===== src/rtl/arb_mult_pkg.sv =====
// Shared definitions for the multiplier arbiter: FSM encoding, default sizes
// and the product-width helper.
package arb_mult_pkg;

  localparam int ANCHO_DEF = 3;
  localparam int NREQ_DEF  = 2;

  typedef enum logic [2:0] {
    IDLE     = 3'd0,
    ARRANQUE = 3'd1,
    BAJADA   = 3'd2,
    ESPERA   = 3'd3,
    RESP     = 3'd4
  } estado_t;

  function automatic int ancho_prod(input int ancho);
    return 2 * ancho;
  endfunction

endpackage


===== src/rtl/arbitro_multiplicador_selector.sv =====
// Combinational winner selection among unmasked requests. ARB_ROUND_ROBIN_EN
// selects rotating priority from a pointer; otherwise the lowest index wins.
module selector_rr
  import arb_mult_pkg::*;
#(
  parameter  int NREQ = NREQ_DEF,
  localparam int IDW  = (NREQ > 1) ? $clog2(NREQ) : 1
) (
  input  logic [NREQ-1:0] i_req,
  input  logic [NREQ-1:0] i_mask,
`ifdef ARB_ROUND_ROBIN_EN
  input  logic [IDW-1:0]  i_ptr,
`endif
  output logic            o_hit,
  output logic [IDW-1:0]  o_winner
);

  logic [NREQ-1:0] w_cand;
  int              w_sel;

  assign w_cand = i_req & ~i_mask;
  assign o_hit  = |w_cand;

  // Scan from the weakest slot down so the strongest candidate is written last.
  always_comb begin
    w_sel = 0;
    for (int k = NREQ - 1; k >= 0; k--) begin
`ifdef ARB_ROUND_ROBIN_EN
      w_sel = w_cand[(int'(i_ptr) + k) % NREQ] ? ((int'(i_ptr) + k) % NREQ) : w_sel;
`else
      w_sel = w_cand[k] ? k : w_sel;
`endif
    end
    o_winner = IDW'(w_sel);
  end

endmodule


===== src/rtl/arbitro_multiplicador.sv =====
// Arbiter/sequencer sharing one start/fin multiplier among NREQ requesters.
// Build option: ARB_ROUND_ROBIN_EN (round-robin instead of fixed priority).
module arbitro_multiplicador
  import arb_mult_pkg::*;
#(
  parameter  int ANCHO = ANCHO_DEF,
  parameter  int NREQ  = NREQ_DEF,
  localparam int PW    = ancho_prod(ANCHO)
) (
  input  logic                  clk,
  input  logic                  rst_n,
  input  logic [NREQ-1:0]       req,
  input  logic [NREQ*ANCHO-1:0] mcando_in,
  input  logic [NREQ*ANCHO-1:0] mcador_in,
  output logic [PW-1:0]         producto_out,
  output logic [NREQ-1:0]       valid,
  output logic                  ocupado,
  output logic [ANCHO-1:0]      mul_mcando,
  output logic [ANCHO-1:0]      mul_mcador,
  output logic                  mul_start,
  input  logic [PW-1:0]         mul_producto,
  input  logic                  mul_fin
);

  localparam int IDW = (NREQ > 1) ? $clog2(NREQ) : 1;

  estado_t          r_estado, w_estado_sig;
  logic [IDW-1:0]   r_gnt_id, w_gnt_sig;
  logic             r_masked, w_masked_sig;
  logic [ANCHO-1:0] r_mcando, w_mcando_sig;
  logic [ANCHO-1:0] r_mcador, w_mcador_sig;
  logic [PW-1:0]    r_producto, w_producto_sig;
  logic [NREQ-1:0]  r_valid, w_valid_sig;
  logic             r_start, w_start_sig;
  logic             r_ocupado, w_ocupado_sig;
  logic [NREQ-1:0]  w_mask;
  logic             w_hit;
  logic [IDW-1:0]   w_winner;
`ifdef ARB_ROUND_ROBIN_EN
  logic [IDW-1:0]   r_ptr, w_ptr_sig;
`endif

  // The last-served requester sits out exactly one IDLE evaluation after RESP.
  assign w_mask = r_masked ? (NREQ'(1'b1) << r_gnt_id) : {NREQ{1'b0}};

  selector_rr #(.NREQ(NREQ)) u_sel (
    .i_req    (req),
    .i_mask   (w_mask),
`ifdef ARB_ROUND_ROBIN_EN
    .i_ptr    (r_ptr),
`endif
    .o_hit    (w_hit),
    .o_winner (w_winner)
  );

  // Next-state and next-register values; outputs are decoded from the next state
  // so they come straight out of flops.
  always_comb begin
    w_estado_sig   = r_estado;
    w_gnt_sig      = r_gnt_id;
    w_masked_sig   = r_masked;
    w_mcando_sig   = r_mcando;
    w_mcador_sig   = r_mcador;
    w_producto_sig = r_producto;
`ifdef ARB_ROUND_ROBIN_EN
    w_ptr_sig      = r_ptr;
`endif
    case (r_estado)
      IDLE: begin
        w_masked_sig = 1'b0;
        if (w_hit) begin
          w_estado_sig = ARRANQUE;
          w_gnt_sig    = w_winner;
          w_mcando_sig = mcando_in[int'(w_winner)*ANCHO +: ANCHO];
          w_mcador_sig = mcador_in[int'(w_winner)*ANCHO +: ANCHO];
`ifdef ARB_ROUND_ROBIN_EN
          w_ptr_sig    = (w_winner == IDW'(NREQ - 1)) ? {IDW{1'b0}} : (w_winner + IDW'(1'b1));
`endif
        end else begin
          w_estado_sig = IDLE;
        end
      end
      ARRANQUE: w_estado_sig = BAJADA;
      // A fin still high here belongs to an earlier operation.
      BAJADA: begin
        if (!mul_fin) begin
          w_estado_sig = ESPERA;
        end else begin
          w_estado_sig = BAJADA;
        end
      end
      ESPERA: begin
        if (mul_fin) begin
          w_estado_sig   = RESP;
          w_producto_sig = mul_producto;
        end else begin
          w_estado_sig = ESPERA;
        end
      end
      RESP: begin
        w_estado_sig = IDLE;
        w_masked_sig = 1'b1;
      end
      default: w_estado_sig = IDLE;
    endcase
    w_valid_sig   = (w_estado_sig == RESP) ? (NREQ'(1'b1) << w_gnt_sig) : {NREQ{1'b0}};
    w_start_sig   = (w_estado_sig == ARRANQUE);
    w_ocupado_sig = (w_estado_sig != IDLE);
  end

  // State and datapath registers; reset aborts any operation in flight.
  always_ff @(posedge clk or negedge rst_n) begin
    if (!rst_n) begin
      r_estado   <= IDLE;
      r_gnt_id   <= {IDW{1'b0}};
      r_masked   <= 1'b0;
      r_mcando   <= {ANCHO{1'b0}};
      r_mcador   <= {ANCHO{1'b0}};
      r_producto <= {PW{1'b0}};
      r_valid    <= {NREQ{1'b0}};
      r_start    <= 1'b0;
      r_ocupado  <= 1'b0;
`ifdef ARB_ROUND_ROBIN_EN
      r_ptr      <= {IDW{1'b0}};
`endif
    end else begin
      r_estado   <= w_estado_sig;
      r_gnt_id   <= w_gnt_sig;
      r_masked   <= w_masked_sig;
      r_mcando   <= w_mcando_sig;
      r_mcador   <= w_mcador_sig;
      r_producto <= w_producto_sig;
      r_valid    <= w_valid_sig;
      r_start    <= w_start_sig;
      r_ocupado  <= w_ocupado_sig;
`ifdef ARB_ROUND_ROBIN_EN
      r_ptr      <= w_ptr_sig;
`endif
    end
  end

  assign producto_out = r_producto;
  assign valid        = r_valid;
  assign ocupado      = r_ocupado;
  assign mul_mcando   = r_mcando;
  assign mul_mcador   = r_mcador;
  assign mul_start    = r_start;

endmodule

===== config.mk =====
export PLATFORM = sky130hd
export DESIGN_NAME = arbitro_multiplicador
export DESIGN_NICKNAME = d
export VERILOG_FILES = /design/src/rtl/arb_mult_pkg.sv /design/src/rtl/arbitro_multiplicador_selector.sv /design/src/rtl/arbitro_multiplicador.sv
export SDC_FILE = /design/constraint.sdc
export NUM_CORES = 1
export LEC_CHECK = 0
export BUFFER_PORTS_ARGS = -buffer_cell sky130_fd_sc_hd__buf_2
export CAP_MARGIN = 15
export CORE_MARGIN = 3
export CORE_UTILIZATION = 39
export DETAILED_ROUTE_END_ITERATION = 10
export PLACE_DENSITY = 0.68
export SYNTH_ARGS = -nofsm -noshare
export SYNTH_HDL_FRONTEND = slang
export SYNTH_SLANG_ARGS = --single-unit
export TNS_END_PERCENT = 1

===== constraint.sdc =====
create_clock -name clk -period 3.1 [get_ports clk]
set_input_delay 0.31 -clock clk [delete_from_list [all_inputs] [get_ports clk]]
set_output_delay 0.31 -clock clk [all_outputs]
set_load 0.02 [all_outputs]

==> flow_summary.toml <==
[finish]
fin_nets = 134
fill_cells = 190
area_delta_synth_final_pct = 27.7
n_antenna_cell = 0
utilization = 0.548
layout-drive-gt1-share = 0.491

[synthesis]
synth_most_common_cell = "dfrtp_1"
synth_top_family_by_area = "multiplexers"
ys_ff_latch = 21
syn_nets = 92
synthAdderAreaFrac = 0
synth_edf_count = 0
synth_area_leaders = "dfrtp_1, mux2i_1, mux2_2"
synth_compound_area_frac = 0.0948
syn_area_um2 = 885
ys_async_sr_fraction = 1.00
synth-simple-area-share = 0.106
syn-mean-instance-area_um2 = 12.8
netlist_top_cells_count = "dfrtp_1, nor2_1, mux2i_1, mux2_2, a21oi_1"
yosys_warnings = 0
synth_cells = 69
yosysSeqAreaShare = 0.594
yosysTopAreaCellShare = 0.594
synthFlopType = "dfrtp_1"
synth_xor_xnor_area_share = 0
synth_mux_area_frac = 0.180
synth_top_cell_by_area = "dfrtp_1"
ys_types = 19

[global_route]
grt_antenna_before_repair = 0
grt_use_total = 0.126
grt_pass1_wl_um = 2610
grt_overflow = 0
grt_pass1_vias = 594
grt_max_degree = 22

[sta]
hold_viol_final = 0
rsz0062_at_grt = "false"
finalSetupViolCount = 0
relSlewSlack = 0.586
skew_ns = 0.00310
drv_slew = 0
finalSetupTns_ns = 0
worstMarginPinSlew_ns = 0.619
fin_crit_ns = 1.86
period_share = 0.601
fmax_ghz = 0.537

[clock_tree]
cts_num_sinks = 21
post_cts_resized = 0
cts_tree = "built"
cts_setup_buffers = 0
htree_levels = 1
cts_buffers = 3
cts_buffer_depth = 2
path_clk_slew_ns = 0.11
root_buffer = "clkbuf_4"
clock_latency_ns = 0.29

[routing]
first_pass_iters = 4
routedWlPerCell_um = 11.9
ant_nets = 0
viasPerCell = 4.71
drt-initial-drc-count = 8
routed_wl_um = 1630
drc_errors = 0
vias = 645

[placement]
dp_hpwl_um = 1300
port_buffers = 38
gp_congestion = 0.810

[setup_path]
crit_type = "flip-flop to flip-flop"
crit_buf_inv = 0
crit_family = "compound AO/OA/AOI/OAI gates"
required_ns = 3.29
cp_cell_sequence = "or3_4, a211oi_4, o22ai_2, and2_1"
cp_max_fo = 14
crit_path_start_kind = "flip-flop"
worstSetupEndpointType = "flip-flop"
crit_arrival_ns = 2.05
critPathSlowestCell = "a211oi_4"
cpPeakStageDelay_ns = 0.51

[die]
core-area_um2 = 2060
ios = 39
rows = 16
fp.dieH_um = 53.6
die_area_um2 = 2880
die_w_um = 53.6
initial_utilization = 0.429

[power]
power.density_nw_per_um2 = 936
ir_drop_uv = 487
p_leak_nw = 0.578

[flow_run]
maxCapViolations = 0

[worst_hold_path]
hp-class = "primary input to flip-flop"

[outcome]
outcome = "completed"
==> layer usage <==
layer / global-route usage / wire length (um)
met5: 0 / 0
met4: 0.0681 / 25
met3: 0.0194 / 81
met2: 0.202 / 833
met1: 0.163 / 692
==> state kept, by name (all words and copies together) (netlist names) <==
signal and flops:
mul_start 1, r_masked 1, r_estado 3, r_gnt_id 1, producto_out 6, ocupado 1, mul_mcador 3, mul_mcando 3
valid 2
==> where the power goes <==
| part | switching, mW | total, mW | leakage (nW) | internal, mW |
|---|---|---|---|---|
| combinational | 0.280 | 0.474 | 0.312 | 0.194 |
| sequential | 0.0659 | 0.458 | 0.251 | 0.393 |
| clock | 0.0746 | 0.125 | 0.0150 | 0.0500 |
| total | 0.421 | 1.06 | 0.578 | 0.637 |
==> per-stage QoR <==
step	hold slack (ns)	instances	worst slack, ns	instance area (um2)	power, mW
6_report	0.228	137	1.24	1130	1.06
5_1_grt	0.234	137	1.07	1130	1.14
4_1_cts	0.222	137	1.22	1130	1.07
3_5_place_dp	0.283	132	1.24	1090	0.949
2_1_floorplan	0.0144	69	1.63	885	0.802
3_3_place_gp	0.281	132	1.29	1090	0.930
==> final timing paths <==
path	from	endpoint	slack [ns]	cells after the start
worst max-delay path	r_estado[2]	valid[1]	1.24	4
worst min-delay path	mul_producto[2]	producto_out[2]	0.23	2
worst max register to register	r_estado[2]	valid[1]	1.24	4
worst min register to register	producto_out[2]	producto_out[2]	0.50	1
max in group asynchronous	rst_n	producto_out[1]	2.32	2
min in group asynchronous	rst_n	mul_mcador[0]	0.48	2
==> layout by cell type (no fill, tap or decap) <==
cell type      count
a21oi_2            3
nor3_1             2
buf_2             38
clkbuf_4           3
a211oi_4           1
or3_4              1
clkbuf_1           1
nor2b_1            1
mux2i_1            8
nand2_1            1
mux2_2             6
nand2b_2           1
and2_1             1
dfrtp_1           21
nor2_1            11
mux2_1             1
and3_1             1
o22ai_2            1
inv_1              2
a21oi_1            5
dlygate4sd3_1      1
==> cell type report <==
cell class                 count  area [um2]  share of cell area
sequential                    21         526               0.465
timing repair buffer          39         200               0.177
multi-input combinational     44         337               0.298
tap                           27        33.8              0.0299
clock buffer                   4        26.3              0.0233
inverter                       2        7.51             0.00664
==> kinds of logic after synthesis <==
kind of cell / after synthesis
DFF: 21
and+or+nand+nor: 19
muxes: 15
buffers and inverters: 4
AOI/OAI and AO/OA: 10
==> timing repair <==
action                     in CTS  in global routing
hold buffers                    1                  0
setup endpoints to repair       0                  0
hold endpoints to repair       21                  0
No activity file was read; power rests on OpenSTA's default activity.
